[src/rtl/div_ctrl_pkg.sv]
// Shared constants for the multi-cycle divide sequencer: bus widths,
// FSM state encodings, handshake levels and the aluop codes that
// execute decodes into start_i / signed_i.
package div_ctrl_pkg;

  localparam int REG_BUS        = 32;
  localparam int DOUBLE_REG_BUS = 64;
  localparam int ALU_OP_W       = 8;

  // Divider FSM state encodings (2 bits).
  typedef enum logic [1:0] {
    DIV_FREE    = 2'b00,
    DIV_BY_ZERO = 2'b01,
    DIV_ON      = 2'b10,
    DIV_END     = 2'b11
  } div_state_e;

  localparam logic DIV_RESULT_READY     = 1'b1;
  localparam logic DIV_RESULT_NOT_READY = 1'b0;
  localparam logic DIV_START            = 1'b1;
  localparam logic DIV_STOP             = 1'b0;

  localparam logic [ALU_OP_W-1:0] EXE_DIV_OP  = 8'b0001_1010;
  localparam logic [ALU_OP_W-1:0] EXE_DIVU_OP = 8'b0001_1011;

  // Execute uses this to decide whether to raise start_i.
  function automatic logic is_div_op(input logic [ALU_OP_W-1:0] aluop);
    return (aluop == EXE_DIV_OP) || (aluop == EXE_DIVU_OP);
  endfunction

  // Execute uses this to drive signed_i (DIV vs DIVU).
  function automatic logic is_signed_div_op(input logic [ALU_OP_W-1:0] aluop);
    return aluop == EXE_DIV_OP;
  endfunction

endpackage

[src/rtl/div_ctrl.sv]
// Multi-cycle divide sequencer for DIV/DIVU. Runs a 32-step restoring
// division, then presents {remainder, quotient} with ready_o until
// execute drops start_i.
//
// Handshake: execute holds start_i high from request until it has seen
// ready_o=1; ready_o and result_o stay valid for as long as start_i stays
// high in DONE, and clear on the edge after start_i falls. Dropping
// start_i or raising annul_i before DONE discards the divide.
module div_ctrl
  import div_ctrl_pkg::*;
(
  input  logic                      clk,
  input  logic                      rst,
  input  logic                      start_i,
  input  logic                      annul_i,
  input  logic                      signed_i,
  input  logic [REG_BUS-1:0]        opdata1_i,
  input  logic [REG_BUS-1:0]        opdata2_i,
  output logic [DOUBLE_REG_BUS-1:0] result_o,
  output logic                      ready_o,
  output logic                      busy_o
);

  div_state_e state_q, state_d;

  logic [64:0]               work_q, work_d;
  logic [REG_BUS-1:0]        divisor_q, divisor_d;
  logic [4:0]                cnt_q, cnt_d;
  logic                      neg1_q, neg1_d;
  logic                      neg2_q, neg2_d;
  logic                      signed_q, signed_d;
  logic [DOUBLE_REG_BUS-1:0] result_q, result_d;
  logic                      ready_q, ready_d;
  logic                      busy_q, busy_d;

  logic [32:0]        diff;
  logic [64:0]        work_step;
  logic [REG_BUS-1:0] quot_fix, rem_fix;
  logic               abort;

  assign abort = annul_i || (start_i == DIV_STOP);

  // State and datapath registers; synchronous active-high reset.
  always_ff @(posedge clk) begin
    if (rst) begin
      state_q   <= DIV_FREE;
      work_q    <= '0;
      divisor_q <= '0;
      cnt_q     <= '0;
      neg1_q    <= 1'b0;
      neg2_q    <= 1'b0;
      signed_q  <= 1'b0;
      result_q  <= '0;
      ready_q   <= DIV_RESULT_NOT_READY;
      busy_q    <= 1'b0;
    end else begin
      state_q   <= state_d;
      work_q    <= work_d;
      divisor_q <= divisor_d;
      cnt_q     <= cnt_d;
      neg1_q    <= neg1_d;
      neg2_q    <= neg2_d;
      signed_q  <= signed_d;
      result_q  <= result_d;
      ready_q   <= ready_d;
      busy_q    <= busy_d;
    end
  end

  // Next-state: annul/stop abort takes precedence over step progress.
  always_comb begin
    state_d = state_q;
    case (state_q)
      DIV_FREE: begin
        if (start_i == DIV_START && !annul_i)
          state_d = (opdata2_i == '0) ? DIV_BY_ZERO : DIV_ON;
      end
      DIV_BY_ZERO: state_d = abort ? DIV_FREE : DIV_END;
      DIV_ON: begin
        if (abort)               state_d = DIV_FREE;
        else if (cnt_q == 5'd31) state_d = DIV_END;
      end
      DIV_END: begin
        if (start_i == DIV_STOP) state_d = DIV_FREE;
      end
      default: state_d = DIV_FREE;
    endcase
  end

  // One restoring step: trial-subtract the divisor from the upper window.
  always_comb begin
    diff = work_q[64:32] - {1'b0, divisor_q};
    if (diff[32]) work_step = {work_q[63:0], 1'b0};
    else          work_step = {diff[31:0], work_q[31:0], 1'b1};
    quot_fix = (signed_q && (neg1_q ^ neg2_q)) ? (~work_step[31:0] + 32'd1)
                                               : work_step[31:0];
    rem_fix  = (signed_q && neg1_q) ? (~work_step[64:33] + 32'd1)
                                    : work_step[64:33];
  end

  // Datapath and output next-values, keyed on current and next state.
  always_comb begin
    work_d    = work_q;
    divisor_d = divisor_q;
    cnt_d     = cnt_q;
    neg1_d    = neg1_q;
    neg2_d    = neg2_q;
    signed_d  = signed_q;
    result_d  = result_q;
    busy_d    = (state_d == DIV_ON) || (state_d == DIV_BY_ZERO);
    ready_d   = (state_d == DIV_END) ? DIV_RESULT_READY : DIV_RESULT_NOT_READY;

    case (state_q)
      DIV_FREE: begin
        if (state_d == DIV_ON) begin
          // Magnitudes only; signs are reapplied to the final result.
          neg1_d    = signed_i && opdata1_i[31];
          neg2_d    = signed_i && opdata2_i[31];
          signed_d  = signed_i;
          divisor_d = neg2_d ? (~opdata2_i + 32'd1) : opdata2_i;
          work_d    = {32'b0, (neg1_d ? (~opdata1_i + 32'd1) : opdata1_i), 1'b0};
          cnt_d     = '0;
        end
        result_d = '0;
      end
      DIV_BY_ZERO: result_d = '0;
      DIV_ON: begin
        if (!abort) begin
          work_d = work_step;
          cnt_d  = cnt_q + 5'd1;
          if (state_d == DIV_END) result_d = {rem_fix, quot_fix};
        end
      end
      DIV_END: begin
        if (state_d == DIV_FREE) result_d = '0;
      end
      default: result_d = '0;
    endcase
  end

  assign result_o = result_q;
  assign ready_o  = ready_q;
  assign busy_o   = busy_q;

endmodule

[config.mk]
export PLATFORM = sky130hd
export DESIGN_NAME = div_ctrl
export DESIGN_NICKNAME = d
export VERILOG_FILES = /design/src/rtl/div_ctrl_pkg.sv /design/src/rtl/div_ctrl.sv
export SDC_FILE = /design/constraint.sdc
export NUM_CORES = 1
export LEC_CHECK = 0
export BUFFER_PORTS_ARGS = -buffer_cell sky130_fd_sc_hd__buf_4
export CORE_UTILIZATION = 54
export DETAILED_ROUTE_END_ITERATION = 6
export HOLD_SLACK_MARGIN = 0.08
export PLACE_DENSITY = 0.78
export REMOVE_ABC_BUFFERS = 1
export SYNTH_ARGS = -nofsm -noshare
export SYNTH_HDL_FRONTEND = slang
export SYNTH_SLANG_ARGS = --single-unit
[constraint.sdc]
create_clock -name clk -period 4.6 [get_ports clk]
set_clock_uncertainty 0.15 [all_clocks]
set_input_delay 0.23 -clock clk [delete_from_list [all_inputs] [get_ports clk]]
set_output_delay 0.23 -clock clk [all_outputs]
set_load 0.005 [all_outputs]
==> results of run 1 <==
==> worst max-delay path: stages, from the launching register on <==
cell	delay (ps)
dfxtp_1	370
ha_1	440
and3_4	270
nand2_2	70
or4_4	560
a21oi_4	170
o21a_1	190
nor2_4	70
inv_2	160
ha_1	270
nand4b_1	140
nor4_1	250
nor2_1	120
a21oi_1	280
o21ai_0	190
a21oi_1	190
xnor2_1	80
a22oi_1	160
nor2_1	60
==> where the power goes <==
| part | internal, mW | switching [mW] | total, mW | leakage [nW] |
|---|---|---|---|---|
| Clock | 0.824 | 0.681 | 1.50 | 0.291 |
| Sequential | 1.54 | 0.0384 | 1.57 | 1.40 |
| Combinational | 0.306 | 0.459 | 0.765 | 3.90 |
| Total | 2.67 | 1.18 | 3.84 | 5.60 |
==> flip-flops by register name, indices dropped and copies added (netlist names) <==
register   count
busy_o         1
divisor_q     32
neg2_q         1
work_q        65
signed_q       1
cnt_q          5
ready_o        1
neg1_q         1
result_o      64
state_q        2
==> metal layers <==
metal	up-vias	global-route usage (%)	wire length [um]
met5	-	0	0
met4	0	8.42	624
met3	49	4.28	1850
met2	380	52.2	16600
met1	5578	41.8	15500
li1	5835	-	-
==> layout make-up <==
type / count / area [um2] / area share [%]
repair buffers: 208 / 1680 / 12.0
flip-flops and latches: 173 / 3460 / 24.7
multi-input cells: 1238 / 7700 / 55.0
clock inverters: 14 / 179 / 1.28
clock buffers: 18 / 429 / 3.06
well taps: 275 / 344 / 2.46
inverters: 53 / 199 / 1.42
==> cell usage in the layout (no fill, tap or decap), types with 5 or more instances in the layout <==
cell	instances
nand4_1	13
a21o_1	11
o31ai_1	16
o21ai_0	78
nor2b_1	9
a21oi_1	145
inv_1	52
nand3_1	24
o41ai_1	5
nand2b_1	11
mux2i_1	26
and2_1	10
nand2_1	148
or4_1	10
buf_4	167
a31oi_1	16
nor2_1	248
or3_1	19
clkbuf_16	17
nor3_1	26
a22oi_1	34
dlygate4sd3_1	39
a211oi_1	57
a22o_1	5
nor4_1	22
xnor2_1	71
o21ai_1	8
o211ai_1	11
a311oi_1	10
dfxtp_1	173
ha_1	40
and3_1	8
xor2_1	66
==> worst max-delay path by stage <==
stage / end / slack, ps
floorplan: work_q[37]$_SDFFE_PP0P_ / -2370
global placement: result_o[26]$_SDFFE_PP0P_ / 250
detailed placement: result_o[26]$_SDFFE_PP0P_ / 160
CTS: result_o[26]$_SDFFE_PP0P_ / 140
global route: result_o[26]$_SDFFE_PP0P_ / 20
finish: result_o[26]$_SDFFE_PP0P_ / 290
==> stage by stage <==
stage	instances	hold slack (ps)
6_report	1979	113
5_1_grt	1979	120
4_1_cts	1978	90.6
3_5_place_dp	1907	295
3_3_place_gp	1907	287
2_1_floorplan	1464	149
==> logic make-up after synthesis <==
| kind of cell | share of synthesized area (%) |
|---|---|
| XOR/XNOR | 10.2 |
| flip-flops | 29.5 |
| buffers and inverters | 5.28 |
| adder cells (fa/ha/maj) | 4.55 |
| multiplexers | 2.53 |
| AND/OR/NAND/NOR | 22.8 |
| AO/OA/AOI/OAI | 25.1 |
==> timing repair <==
action,CTS,global route
hold buffers,39,0
setup endpoints to repair,0,14
hold endpoints to repair,37,0
setup buffers,0,1
resized for setup,0,9
==> out/metrics.yaml, run 1 <==
run_status:
  status: "finished, final reports clean"
setup_path:
  crit_path_start_kind: "register"
  rr_worst_depth: 18
  endpoint_kind: "register"
  critPathArrivalTime_ps: 4470
  timing.rr.end: "result_o[26]$_SDFFE_PP0P_"
  crit_start: "work_q[53]$_SDFFE_PP0P_"
  required_ps: 4750
  reg2reg_slack_ps: 290
  critPathKind: "register to register"
  reg2reg_from: "work_q[53]$_SDFFE_PP0P_"
  cp_max_fo: 10
global_routing:
  grt_pass1_wl_mm: 55.3
  grt_pass1_vias: 10862
  grt.overflow.total: 0
  track_usage_pct: 31.2
  grt_antenna_before_repair: 0
  grt_max_degree: 74
place:
  dp_slack_ps: 160
  io_buffers: 134
  placed_area_um2: 12900
  gp_congestion: 0.971
  hpwl_mm: 25.5
power_and_ir_drop:
  power_mw: 3.84
  p_per_area_nw_per_um2: 274
  power.leakage_nw: 5.60
  peakVddDrop_v: 0.000277
yosys:
  ys_seq_elements: 173
  ys.flop_type: "dfxtp_1"
  synthMostInstantiatedCell: "nor2_1"
  synth_top_area_share_pct: 29.5
  synthCells: 1560
  synth.avg_cell_area_um2: 7.52
  yosys_warnings: 0
  yosysSeqAreaShare_pct: 29.5
  synthArstFlopShare_pct: 0
  syn-cell-area_um2: 11700
  yosys-top-cells-area: "dfxtp_1, nor2_1, a21oi_1"
  synth.distinct_cells: 86
  synth-edff-count: 0
  synth_common_cells: "nor2_1, dfxtp_1, nand2_1, a21oi_1, o21ai_0"
  yosysTopAreaCell: "dfxtp_1"
timing:
  maxSlewViolCount: 0
  finalSetupTns_ps: 0
  setup_viol: 0
  tightest_slew_ps: 1100
  rsz0062_at_grt: "no"
  finalCritPeriodShare_pct: 93.8
  setup_ws_ps: 287
  fmax_ghz: 0.232
  min_period_ps: 4310
  hold_viol: 0
  relSlewSlack_pct: 26.2
routing:
  first_iter_violations: 890
  drt.antenna.violating_nets: 0
  viasPerCell: 5.98
  drcViolationCount: 0
  avgRoutedWirePerCell_um: 17.5
  dr.pass1.iters: 5
  vias: 11842
  routed_wl_mm: 34.5
cts:
  cts_tree: "done"
  cts_made_buffers: 17
  clk_pin_slew_worst_paths_ps: 70
  cts_max_level: 4
  cts_sinks: 173
  clock_latency_ps: 430
  clock_path_buffers: 2
  cts-root-buf: "clkbuf_16"
die:
  start_util_pct: 55.4
  fp.dieH_um: 149
  pin_count: 135
  die-width_um: 149
  rows: 53
  core-area_um2: 21200
  die_area_um2: 22300
flow_run:
  cap_violations: 0
final_layout:
  drive_gt1_share_pct: 14.4
  design_area_um2: 14000
  final_nets: 1802
  utilization_pct: 66.2
  area_delta_synth_final_pct: 19.4
  fill_cells: 1862
  num_antenna_cells: 0
worst_hold_path:
  hp-start: "opdata1_i[30]"
  whs_path_depth: 4
  hp-class: "primary input to register"
  whs_endpoint: "work_q[32]$_SDFFE_PP0P_"
Power figures use the tool's default switching activity.
==> run 2: changes to the inputs <==
==> constraint.sdc (replaced) <==
create_clock -name clk -period 4.6 [get_ports clk]
set_clock_uncertainty 0.15 [all_clocks]
set_input_delay 0 -clock clk [delete_from_list [all_inputs] [get_ports clk]]
set_output_delay 0 -clock clk [all_outputs]
set_load 0.005 [all_outputs]
==> run 2 against run 1 <==
Compared with the run above:
- non-clock buffer count increased by 65
- design area increased by 5.6%
- total power increased by 1.5%
- largest power group unchanged
==> out/metrics.yaml, run 2 (same netlist as run 1, synthesis figures left out) <==
final_layout:
  final_common_cell: "nor2_1"
  area_delta_synth_final_pct: 26.1
  final_nets: 1867  # +3.6%
  largest_register_ffs: 65  # unchanged
  final_cell_mix: "nor2_1, dfxtp_1, buf_4, nand2_1, a21oi_1"
  final-instance-count-excl-fill: 2044  # +3.3%
  drive_gt1_share_pct: 15.1  # +0.71 points
  top_register: "work_q"
  fill_cells: 1755  # -5.7%
  num_antenna_cells: 0  # unchanged
setup_path:
  critPathKind: "register to register"
  timing.rr.end: "result_o[62]$_SDFFE_PP0P_"
  crit_slowest_cell: "or4_4"
  slowest_delay_ps: 580  # +20 ps
  crit_chain: "inv_1 -> ha_1 -> buf_4 -> nand4_1 -> or4_4 -> a21oi_4 -> nor3_4 -> nor2_4 -> mux2i_2 -> ha_2 -> nand4b_1 -> o211ai_1 -> o2111ai_2 -> o41ai_2 -> xor2_1 -> a22o_1"
  endpoint_kind: "register"
  required_ps: 4780  # +30 ps
  cp_max_fo: 10  # unchanged
  critPathArrivalTime_ps: 4600  # +130 ps
  reg2reg_slack_ps: 180  # -110 ps
  reg2reg_from: "divisor_q[26]$_SDFFE_PP0P_"
  crit_path_start_kind: "register"
  rr_worst_depth: 16  # -2
routing:
  drcViolationCount: 0  # unchanged
  routed_wl_mm: 36.7  # +6.3%
  first_iter_violations: 1055  # +19%
  drt.antenna.violating_nets: 0  # unchanged
  dr.pass1.iters: 7  # +2
  avgRoutedWirePerCell_um: 18.0  # +3.0%
  viasPerCell: 6.11  # +2.1%
  vias: 12490  # +5.5%
cts:
  clock_latency_ps: 440  # about the same
  cts_sinks: 173  # unchanged
  cts-root-buf: "clkbuf_16"
  clock_path_buffers: 2  # unchanged
  cts_tree: "done"
  cts_made_buffers: 17  # unchanged
  cts_max_level: 4  # unchanged
  clk_pin_slew_worst_paths_ps: 70  # about the same
place:
  hpwl_mm: 25.3  # -0.78%
  gp_congestion: 0.934  # -3.9%
  dp.cells: 1899  # -0.42%
  io_buffers: 134  # unchanged
timing:
  relSlewSlack_pct: 21.6  # -4.6 points
  hold_viol: 0  # unchanged
  fmax_ghz: 0.226  # -2.4%
  maxSlewViolCount: 0  # unchanged
  min_period_ps: 4420  # +107 ps
  tightest_slew_ps: 1170  # +69.0 ps
  setup_viol: 0  # unchanged
  hold_slack_ps: 275  # +162 ps
  finalCritPeriodShare_pct: 96.1  # +2.3 points
die:
  rows: 53  # unchanged
  fp.dieH_um: 149  # unchanged
  pin_count: 135  # unchanged
  die-width_um: 149  # unchanged
  die_area_um2: 22300  # unchanged
  start_util_pct: 55.4  # unchanged
  core-area_um2: 21200  # unchanged
power_and_ir_drop:
  combPwrFrac_pct: 21.9  # +2.0 points
  intPower_mw: 2.67  # +0.31%
  power.leakage_nw: 5.91  # +5.6%
  p_sw_share_pct: 31.4  # +0.78 points
  power_mw: 3.90  # +1.5%
  power.switching_mw: 1.23  # +4.0%
  pwr-share-seq_pct: 40.3  # -0.6 points
  p_clk_share_pct: 37.8  # -1.3 points
  p_per_area_nw_per_um2: 264  # -3.9%
  peakVddDrop_v: 0.000247  # -11%
global_routing:
  grt_antenna_before_repair: 0  # unchanged
  gr-max-usage-layer: "met2"
  grt_pass1_vias: 11549  # +6.3%
  grt_max_degree: 106  # +43%
  use_met2_pct: 54.8  # +2.6 points
  grt_pass1_wl_mm: 58.3  # +5.4%
  grt.overflow.total: 0  # unchanged
  use_met3_pct: 4.16  # -0.12 points
  track_usage_pct: 32.9  # +1.7 points
  grt_util_met1_pct: 42.4  # +0.65 points
worst_hold_path:
  whs_path_depth: 4  # unchanged
  hp-class: "primary input to register"
  hp-start: "opdata1_i[0]"
  whs_endpoint: "work_q[1]$_SDFFE_PP0P_"
flow_run:
  cap_violations: 0  # unchanged
run_status:
  status: "finished, final reports clean"
## run 2: cell types whose count changed in the layout (fill, tap and decap cells not counted), moves of 3 or more
cell,before,now
clkinv_4,1,4
ha_1,40,32
dlygate4sd3_1,39,103
o21ai_2,2,5
ha_4,0,5
ha_2,1,4
## run 2: final cells by class
type / count / area (um2) / share of cell area, %
well taps: 275 / 344 / 2.33
inverters: 53 / 204 / 1.38
clock buffers: 17 / 425 / 2.88
multi-input cells: 1238 / 7840 / 53.0
clock inverters: 15 / 169 / 1.14
repair buffers: 273 / 2340 / 15.8
flip-flops and latches: 173 / 3470 / 23.4
## run 2: power groups by stage
stage	logic (mW)	registers [mW]	clock network, mW
floorplan	0.480	1.60	0
global placement	0.709	1.61	0
detailed placement	0.718	1.61	0
global route	0.926	1.58	1.54
CTS	0.804	1.57	1.48
finish	0.853	1.57	1.47
## run 2: critical path: cells and delay by family, from the launching register on
kind / cells / cell delay [ps]
buffers and inverters: 2 / 230
XOR/XNOR: 1 / 110
AND/OR/NAND/NOR: 5 / 1250
multiplexers: 1 / 320
AO/OA/AOI/OAI: 5 / 1380
flip-flops: 1 / 330
adder cells (fa/ha/maj): 2 / 550
## run 2: metrics by stage
| step | area [um2] | TNS, ps | util (%) | worst slack [ps] |
|---|---|---|---|---|
| floorplan | 11300 | -137090 | - | -2140 |
| global placement | 12900 | 0 | 60.9 | 200 |
| detailed placement | 12900 | 0 | 60.9 | 101 |
| CTS | 14500 | 0 | 68.6 | 85.3 |
| global route | 14800 | -20.8 | 69.9 | -20.8 |
| finish | 14800 | 0 | 69.9 | 179 |
## run 2: how the worst max path moves through the flow
stage	start	endpoint
after floorplan	opdata2_i[2]	work_q[37]$_SDFFE_PP0P_
after global routing	divisor_q[27]$_SDFFE_PP0P_	result_o[62]$_SDFFE_PP0P_
after CTS	work_q[32]$_SDFFE_PP0P_	result_o[62]$_SDFFE_PP0P_
final	divisor_q[26]$_SDFFE_PP0P_	result_o[62]$_SDFFE_PP0P_
after global placement	divisor_q[19]$_SDFFE_PP0P_	result_o[26]$_SDFFE_PP0P_
after detailed placement	work_q[53]$_SDFFE_PP0P_	result_o[26]$_SDFFE_PP0P_
## run 2: layer usage
layer / routed length [um] / part of all wire [%]
met1: 15800 / 43
met2: 17500 / 48
met3: 2150 / 5.9
met4: 1290 / 3.5
met5: 0 / 0
## run 2: what timing repair did
item | 4_1_cts | 5_1_grt
setup endpoints to repair | 0 | 47
resized for setup | 0 | 43
setup buffers | 0 | 10
endpoints found under the hold margin | 94 | 0
hold buffers | 103 | 0
